File: src/rtl/uart_cmd_parser.sv
// Frame parser for SYNC/CMD/LEN/payload[/CHK] commands from a UART receiver, with a valid/ack command handshake.
// Define UART_CMD_PARSER_CHECKSUM_EN to require and verify a trailing modulo-256 checksum byte.
module uart_cmd_parser #(
    parameter logic [7:0] SYNC_BYTE = 8'hA5,
    parameter int         MAX_LEN   = 16,
    parameter int         ADDR_W    = 4
) (
    input  logic              clk,
    input  logic              rst,
    input  logic [7:0]        rx_data,
    input  logic              rx_ready,
    input  logic              rx_endofpacket,
    output logic              cmd_valid,
    input  logic              cmd_ack,
    output logic [7:0]        cmd_code,
    output logic [7:0]        cmd_len,
    input  logic [ADDR_W-1:0] rd_addr,
    output logic [7:0]        rd_data,
    output logic              err_chk,
    output logic              err_len,
    output logic              err_abort,
    output logic [7:0]        drop_cnt
);

    typedef enum logic [2:0] {
        S_IDLE,
        S_CMD,
        S_LEN,
        S_DATA,
`ifdef UART_CMD_PARSER_CHECKSUM_EN
        S_CHK,
`endif
        S_HOLD
    } state_e;

    // State entered once the final payload byte (or a zero LEN) has been taken.
`ifdef UART_CMD_PARSER_CHECKSUM_EN
    localparam state_e S_END = S_CHK;
`else
    localparam state_e S_END = S_HOLD;
`endif

    localparam logic [7:0]      MAX_LEN_B = 8'(MAX_LEN);
    localparam logic [ADDR_W:0] MAX_LEN_A = (ADDR_W + 1)'(MAX_LEN);

    state_e            state_q, state_d;
    logic [7:0]        code_q, code_d;
    logic [7:0]        len_q, len_d;
    logic [ADDR_W-1:0] idx_q, idx_d;
    logic [7:0]        drop_q, drop_d;
    logic              err_len_q, err_len_d;
    logic              err_abort_q, err_abort_d;
    logic [7:0]        rd_data_q, rd_data_d;
    logic              buf_we;
    logic [7:0]        buf_mem [2**ADDR_W];
`ifdef UART_CMD_PARSER_CHECKSUM_EN
    logic [7:0]        sum_q, sum_d;
    logic              err_chk_q, err_chk_d;
`endif

    always_comb begin
        // NOTE: every signal gets a default first so no path through the case leaves one unassigned (no latches).
        state_d     = state_q;
        code_d      = code_q;
        len_d       = len_q;
        idx_d       = idx_q;
        drop_d      = drop_q;
        err_len_d   = 1'b0;
        err_abort_d = 1'b0;
        buf_we      = 1'b0;
`ifdef UART_CMD_PARSER_CHECKSUM_EN
        sum_d       = sum_q;
        err_chk_d   = 1'b0;
`endif
        case (state_q)
            S_IDLE: if (rx_ready && rx_data == SYNC_BYTE) state_d = S_CMD;
            S_CMD: if (rx_ready) begin
                code_d  = rx_data;
`ifdef UART_CMD_PARSER_CHECKSUM_EN
                sum_d   = rx_data;
`endif
                state_d = S_LEN;
            end
            S_LEN: if (rx_ready) begin
                if (rx_data > MAX_LEN_B) begin
                    err_len_d = 1'b1;
                    state_d   = S_IDLE;
                end else begin
                    len_d   = rx_data;
                    idx_d   = '0;
`ifdef UART_CMD_PARSER_CHECKSUM_EN
                    sum_d   = sum_q + rx_data;
`endif
                    state_d = (rx_data != 8'd0) ? S_DATA : S_END;
                end
            end
            S_DATA: if (rx_ready) begin
                buf_we = 1'b1;
                idx_d  = idx_q + 1'b1;
`ifdef UART_CMD_PARSER_CHECKSUM_EN
                sum_d  = sum_q + rx_data;
`endif
                if (8'(idx_q) == len_q - 8'd1) state_d = S_END;
            end
`ifdef UART_CMD_PARSER_CHECKSUM_EN
            S_CHK: if (rx_ready) begin
                if (rx_data == sum_q) begin
                    state_d = S_HOLD;
                end else begin
                    err_chk_d = 1'b1;
                    state_d   = S_IDLE;
                end
            end
`endif
            S_HOLD: begin
                if (rx_ready && drop_q != 8'hFF) drop_d = drop_q + 8'd1;
                if (cmd_ack) state_d = S_IDLE;
            end
            default: state_d = S_IDLE;
        endcase

        // A line gap only aborts a frame in progress, and a byte arriving with it wins.
        if (rx_endofpacket && !rx_ready && state_q != S_IDLE && state_q != S_HOLD) begin
            err_abort_d = 1'b1;
            state_d     = S_IDLE;
        end

        rd_data_d = ({1'b0, rd_addr} >= MAX_LEN_A) ? 8'h00 : buf_mem[rd_addr];
    end

    always_ff @(posedge clk) begin
        // NOTE: sequential state uses non-blocking assignments so every flop samples pre-edge values.
        if (rst) begin
            state_q     <= S_IDLE;
            code_q      <= 8'h00;
            len_q       <= 8'h00;
            idx_q       <= '0;
            drop_q      <= 8'h00;
            err_len_q   <= 1'b0;
            err_abort_q <= 1'b0;
            rd_data_q   <= 8'h00;
`ifdef UART_CMD_PARSER_CHECKSUM_EN
            sum_q       <= 8'h00;
            err_chk_q   <= 1'b0;
`endif
        end else begin
            state_q     <= state_d;
            code_q      <= code_d;
            len_q       <= len_d;
            idx_q       <= idx_d;
            drop_q      <= drop_d;
            err_len_q   <= err_len_d;
            err_abort_q <= err_abort_d;
            rd_data_q   <= rd_data_d;
`ifdef UART_CMD_PARSER_CHECKSUM_EN
            sum_q       <= sum_d;
            err_chk_q   <= err_chk_d;
`endif
        end
    end

    // NOTE: the payload buffer has no reset; it is only meaningful while cmd_valid is high.
    always_ff @(posedge clk) begin
        if (buf_we) buf_mem[idx_q] <= rx_data;
    end

    assign cmd_valid = (state_q == S_HOLD);
    assign cmd_code  = code_q;
    assign cmd_len   = len_q;
    assign rd_data   = rd_data_q;
    assign err_len   = err_len_q;
    assign err_abort = err_abort_q;
    assign drop_cnt  = drop_q;
`ifdef UART_CMD_PARSER_CHECKSUM_EN
    assign err_chk   = err_chk_q;
`else
    assign err_chk   = 1'b0;
`endif

endmodule

File: config.mk
export PLATFORM = sky130hd
export DESIGN_NAME = uart_cmd_parser
export DESIGN_NICKNAME = d
export VERILOG_FILES = /design/src/rtl/uart_cmd_parser.sv
export SDC_FILE = /design/constraint.sdc
export NUM_CORES = 1
export LEC_CHECK = 0
export CORE_MARGIN = 5
export CORE_UTILIZATION = 35
export DETAILED_ROUTE_END_ITERATION = 12
export HOLD_SLACK_MARGIN = 0.1
export SYNTH_ARGS = -nofsm -noshare
export SYNTH_HDL_FRONTEND = slang
export SYNTH_SLANG_ARGS = --single-unit
File: constraint.sdc
create_clock -name clk -period 2.9 [get_ports clk]
set_clock_uncertainty 0.1 [all_clocks]
set_input_delay 0.435 -clock clk [delete_from_list [all_inputs] [get_ports clk]]
set_output_delay 0.435 -clock clk [all_outputs]
set_load 0.05 [all_outputs]
==> results.cfg, run 1 <==
[power_and_ir_drop]
clock_power_share_pct = 41.5
powerDensity_nw_per_um2 = 617
seq_power_share_pct = 51.2
p_comb_share_pct = 7.3
p_leak_nw = 2.85
power.switching_mw = 1.15
swShare_pct = 22.1
intPower_mw = 4.04
ir_drop_mv = 0.380

[die]
rows = 51
io_pins = 53
core_area_sq_um = 19400
dieHeight_um = 150
die_x_um = 150
initial_core_util_pct = 35.4
die_area_sq_um = 22500

[synthesis]
yosysWarnings = 0
syn_inst = 416
synth_area_sq_um = 6880
synth.avg_cell_area_sq_um = 16.5
yosys-top-cells-area = edfxtp_1 56%, dfxtp_1 12%, mux4_1 9.2%
synth_edf_count = 128
yosys_register_bits = 169
netlist.area_leader.share_pct = 55.9
ys_async_sr_fraction_pct = 0
synth_top_area_cell = edfxtp_1
synth_flop_cell = edfxtp_1
yosysMostFrequentCell = edfxtp_1
synthTopCellsByCount = 128 x edfxtp_1, 41 x dfxtp_1, 34 x nor2_1, 30 x nand2_1, 24 x mux4_1
synthesis.nets = 439
yosysSeqAreaShare_pct = 67.8
ys_types = 49

[clocking]
cts_buffer_depth = 2
hold_buffers = 0
clkTransAtPathRegs_ns = 0.06
cts_resized = 0
cts_tree = built
clock_latency_ns = 0.42
root_buffer = clkbuf_16
cts.sinks = 169
cts_made_buffers = 17
htree_levels = 4
cts_post_setup_buffers_inserted = 0

[timing]
rsz0062_at_grt = no
clock.fmax_mhz = 385
finalHoldViolations = 0
worst_pin_slew_ns = 0.686
finalSetupViolCount = 0
slew_viol_final = 0
setup_slack_ns = 0.304
fin_crit_ns = 2.60
period_share_pct = 89.5
relSlewSlack_pct = 54.2
whs_ns = 0.362
tns_ns = 0

[critical_path]
crit_buf_inv = 1
path_delay_family = buffers and inverters
cp_data_arrival_time_ns = 2.06
r2r_end = buf_mem[9][2]$_DFFE_PP_
cp.required_ns = 2.37
r2r_setup_slack_ns = 0.64
max_stage_delay_ns = 0.80
worstRegToRegCells = 5
worstSetupStartpointType = flip-flop
r2r_start = state_q[0]$_SDFFE_PP0P_
crit_type = flip-flop to output pin
slowest_stage = clkdlybuf4s50_1
worstSetupStartpoint = state_q[0]$_SDFFE_PP0P_
critPathMaxFanout = 11
crit_path_end_kind = output pin
path_depth = 3
path_cells = nor2_1 > and2_1 > clkdlybuf4s50_1
crit_end = cmd_valid

[run_status]
status = completed

[route]
via_per_inst = 4.90
num_vias = 3794
first_pass_iters = 4
drt_iter0_drc = 190
postRouteAntennaNets = 0
wire_per_inst_um = 19.2
drc = 0
drt-total-wl_mm = 14.8

[place]
gp_congestion = 0.773
dp_cells = 742
dpl_cell_area_sq_um = 7840
hpwl_mm = 9.78
io_buffers = 51
pre_cts_ws_ns = 0.174

[cells_and_area]
fillers = 1753
final_cells = 774
finalInstanceArea_sq_um = 8400
drive_above_1_share_pct = 16.3
antenna_cells = 0
area_growth_pct = 22.2
nNetsFinal = 519

[grt]
grt_pass1_wl_mm = 23.1
grt_pass1_vias = 4004
grt_remaining_overflow = 0
antenna_found_initial = 0
grt_start_max_net_pins = 33
grt.total_usage_pct = 14.0

[hold_path]
hp-class = flip-flop to flip-flop
min_path_cells = 2
hp-start = cmd_code[1]$_SDFFE_PP0P_

[flow_run]
maxCapViolCount = 0
[area by class of cell]
class	count	area, sq um	share of cell area [%]
inverter	7	26.3	0.313
tap	265	332	3.95
multi-input combinational	218	2050	24.4
clock buffer	18	429	5.11
sequential	169	4660	55.5
timing repair buffer	83	771	9.17
clock inverter	14	131	1.56
[worst reg2reg max path: cells and delay by family (launching register included)]
family,cells,cell delay (ns)
buffers and inverters,1,0.24
flip-flops,1,0.55
AND/OR/NAND/NOR,4,1.09
[state kept, by name (all words and copies together), names as in the netlist]
signal / flops
buf_mem: 128
cmd_code: 8
cmd_len: 8
drop_cnt: 8
rd_data: 8
idx_q: 4
state_q: 3
err_abort: 1
err_len: 1
[stage by stage]
stage,power (mW),util (%)
after floorplan,2.94,-
after global placement,3.08,40.4
after detailed placement,3.08,40.4
after CTS,5.24,43.3
after global routing,5.38,43.3
final,5.18,43.3
[metal layers]
metal | track usage [%] | share of wire, %
met1 | 18.7 | 46
met2 | 22.2 | 48
met3 | 4.49 | 5.5
met4 | 3.43 | 0.36
met5 | 0 | 0
[placed cells by master (no fill, tap or decap), types with 2 or more instances in the layout]
master and instances:
clkinv_4 2, buf_12 2, mux4_2 16, or3_1 2, clkinv_2 6, inv_1 7, and3_1 3, a21oi_1 11
clkdlybuf4s50_1 50, dfxtp_1 41, buf_4 30, o211ai_1 3, xnor2_1 8, nand3_1 4, and2_1 6, nand4_1 4
mux2i_1 6, xor2_1 5, nand2_1 30, nor2b_1 15, nor2_1 34, clkinv_1 2, nor3_1 13, mux4_1 24
ha_1 6, clkbuf_16 17, bufinv_16 2, nand2b_1 4, edfxtp_1 128, o21ai_0 5
[power by group through the flow]
stage | Clock (mW) | Combinational (mW) | Sequential (mW)
2_1_floorplan | 0 | 0.195 | 2.74
3_3_place_gp | 0 | 0.375 | 2.70
3_5_place_dp | 0 | 0.382 | 2.70
4_1_cts | 2.20 | 0.383 | 2.65
5_1_grt | 2.32 | 0.405 | 2.65
6_report | 2.15 | 0.378 | 2.65
[kinds of logic (layout without fill, tap and decap cells)]
kind of cell | Yosys count | count (layout) | synth area share [%]
AOI/OAI and AO/OA | 29 | 29 | 2.78
xor gates and xnor gates | 13 | 13 | 1.66
adders and majority gates | 6 | 6 | 1.09
buffers and inverters | 29 | 122 | 2.35
DFF | 169 | 169 | 67.8
muxes | 46 | 46 | 15.3
other | 1 | 1 | 0.0545
and+or+nand+nor | 123 | 123 | 8.94
[how the worst min path moves through the flow]
stage | endpoint
final | cmd_code[1]$_SDFFE_PP0P_
after detailed placement | cmd_code[1]$_SDFFE_PP0P_
after global routing | cmd_code[6]$_SDFFE_PP0P_
after floorplan | idx_q[1]$_SDFFE_PP0P_
after CTS | cmd_code[1]$_SDFFE_PP0P_
after global placement | cmd_code[2]$_SDFFE_PP0P_
No activity file was read; power rests on OpenSTA's default activity.
==> run 2: changes to the inputs <==
CORE_MARGIN = not set   (was 5)
==> run 2 against run 1 <==
  * Global-route usage increased by 1.7 points
  * Via count increased by 1.5%
  * Setup slack got worse by 0.0051 ns
  * Non-clock buffer count unchanged
  * Power increased by 0.40%
  * Maximum frequency decreased by 0.19%
  * Sequential share of layout area about the same
  * First-iteration DRC count increased by 43%
  * Hold slack improved by 0.0022 ns
  * Flip-flop and latch count unchanged
  * Clock-buffer cell count unchanged
  * Critical endpoint unchanged
==> results.cfg, run 2 (synthesized netlist as in run 1, its figures left out) <==
[power_and_ir_drop]
swShare_pct = 23.4
p_comb_share_pct = 7.4
seq_power_share_pct = 51.0
clock_power_share_pct = 41.6
power.switching_mw = 1.22
ir_drop_mv = 0.427
p_leak_nw = 2.84
powerDensity_nw_per_um2 = 619
intPower_mw = 3.98

[critical_path]
r2r_setup_slack_ns = 0.85
crit_type = flip-flop to output pin
path_delay_family = buffers and inverters
critPathMaxFanout = 11
worstSetupStartpointType = flip-flop
cp.required_ns = 2.37
cp_data_arrival_time_ns = 2.07
path_depth = 3
worstSetupStartpoint = state_q[0]$_SDFFE_PP0P_
max_stage_delay_ns = 0.80
slowest_stage = clkdlybuf4s50_1
crit_buf_inv = 1
worstRegToRegCells = 5
crit_path_end_kind = output pin
r2r_start = state_q[0]$_SDFFE_PP0P_
path_cells = nor2_1 > and2_1 > clkdlybuf4s50_1
crit_end = cmd_valid
r2r_end = buf_mem[0][4]$_DFFE_PP_

[die]
rows = 50
core_area_sq_um = 19000
die_x_um = 142
initial_core_util_pct = 36.3
die_area_sq_um = 20200
dieHeight_um = 142
io_pins = 53

[timing]
relSlewSlack_pct = 50.4
fin_crit_ns = 2.60
worst_pin_slew_ns = 0.743
rsz0062_at_grt = no
finalHoldViolations = 0
finalSetupViolCount = 0
slew_viol_final = 0
tns_ns = 0
period_share_pct = 89.7
clock.fmax_mhz = 384

[cells_and_area]
finalInstanceArea_sq_um = 8400
antenna_cells = 0
final_common_cell = edfxtp_1
nNetsFinal = 519
final_cell_mix = 128 x edfxtp_1, 50 x clkdlybuf4s50_1, 41 x dfxtp_1
top_register = buf_mem
drive_above_1_share_pct = 16.7
final_util_pct = 44.3
area_growth_pct = 22.2
largest_register_ffs = 128
fillers = 1646

[clocking]
cts_resized = 0
cts_tree = built
cts_post_setup_buffers_inserted = 0
htree_levels = 4
hold_buffers = 0
cts.sinks = 169
clock_latency_ns = 0.42
cts_buffer_depth = 2
clkTransAtPathRegs_ns = 0.06
cts_made_buffers = 17
root_buffer = clkbuf_16

[flow_run]
maxCapViolCount = 0

[route]
postRouteAntennaNets = 0
drc = 0
drt-total-wl_mm = 14.6
wire_per_inst_um = 19.0
via_per_inst = 5.01
drt_iter0_drc = 271
num_vias = 3851
first_pass_iters = 5

[run_status]
status = completed

[hold_path]
hp-class = flip-flop to flip-flop
hp-start = cmd_code[5]$_SDFFE_PP0P_

[grt]
grt_start_max_net_pins = 33
grt.total_usage_pct = 15.6
grt_pass1_wl_mm = 22.7
antenna_found_initial = 0
grt_remaining_overflow = 0
grt_pass1_vias = 3951

[place]
gp_congestion = 0.783
hpwl_mm = 9.84
io_buffers = 51
dpl_cell_area_sq_um = 7840
[run 2: cell types whose count changed in the layout (fill, tap and decap cells not counted), sizes merged]
cell | previous run | this run
bufinv | 2 | 1
clkinvlp | 1 | 4
inv | 8 | 12
clkinv | 10 | 4
[run 2: power groups by stage]
stage | registers, mW | logic (mW) | clock network (mW)
CTS | 2.65 | 0.388 | 2.21
finish | 2.65 | 0.383 | 2.17
global placement | 2.70 | 0.383 | 0
detailed placement | 2.70 | 0.386 | 0
global route | 2.65 | 0.410 | 2.29
floorplan | 2.74 | 0.195 | 0
[run 2: layer usage]
layer | wire length [um] | GRT usage, % | vias to the layer above
met5 | 0 | 0 | -
li1 | - | - | 1771
met2 | 7160 | 25.7 | 104
met3 | 821 | 4.44 | 12
met4 | 134 | 4.58 | 0
met1 | 6520 | 20.1 | 1964
[run 2: worst min-delay path, cell delays in order, from the launching register on]
cell     delay, ns
dfxtp_1       0.31
nand2_1       0.05
a21oi_1       0.05
[run 2: worst min-delay path by stage]
stage,end,slack [ns],cells past startpoint
4_1_cts,cmd_code[5]$_SDFFE_PP0P_,0.37,2
5_1_grt,cmd_code[5]$_SDFFE_PP0P_,0.40,2
2_1_floorplan,idx_q[1]$_SDFFE_PP0P_,0.40,2
6_report,cmd_code[5]$_SDFFE_PP0P_,0.36,2
3_3_place_gp,cmd_code[5]$_SDFFE_PP0P_,0.35,2
3_5_place_dp,cmd_code[3]$_SDFFE_PP0P_,0.36,2
[run 2: final cells by class]
class                      count  area, sq um  share of cell area [%]
sequential                   169         4660                    55.5
multi-input combinational    218         2050                    24.4
timing repair buffer          83          771                    9.17
clock buffer                  18          429                    5.11
tap                          260          325                    3.87
clock inverter                14          139                    1.65
inverter                       7         26.3                   0.313
[run 2: metrics by stage]
stage,power [mW],std cells,hold WS [ns],setup WS (ns)
after floorplan,2.94,416,0.396,0.672
after detailed placement,3.09,737,0.362,0.322
after global placement,3.09,737,0.351,0.359
final,5.20,769,0.364,0.299
after CTS,5.25,769,0.373,0.296
after global routing,5.36,769,0.399,0.205
==> run 3: changes to the inputs <==
SKIP_CTS_REPAIR_TIMING = 1   (was not set)
==> results of run 3 <==
No change in the layout: final DEF, timing and power equal those of run 2.
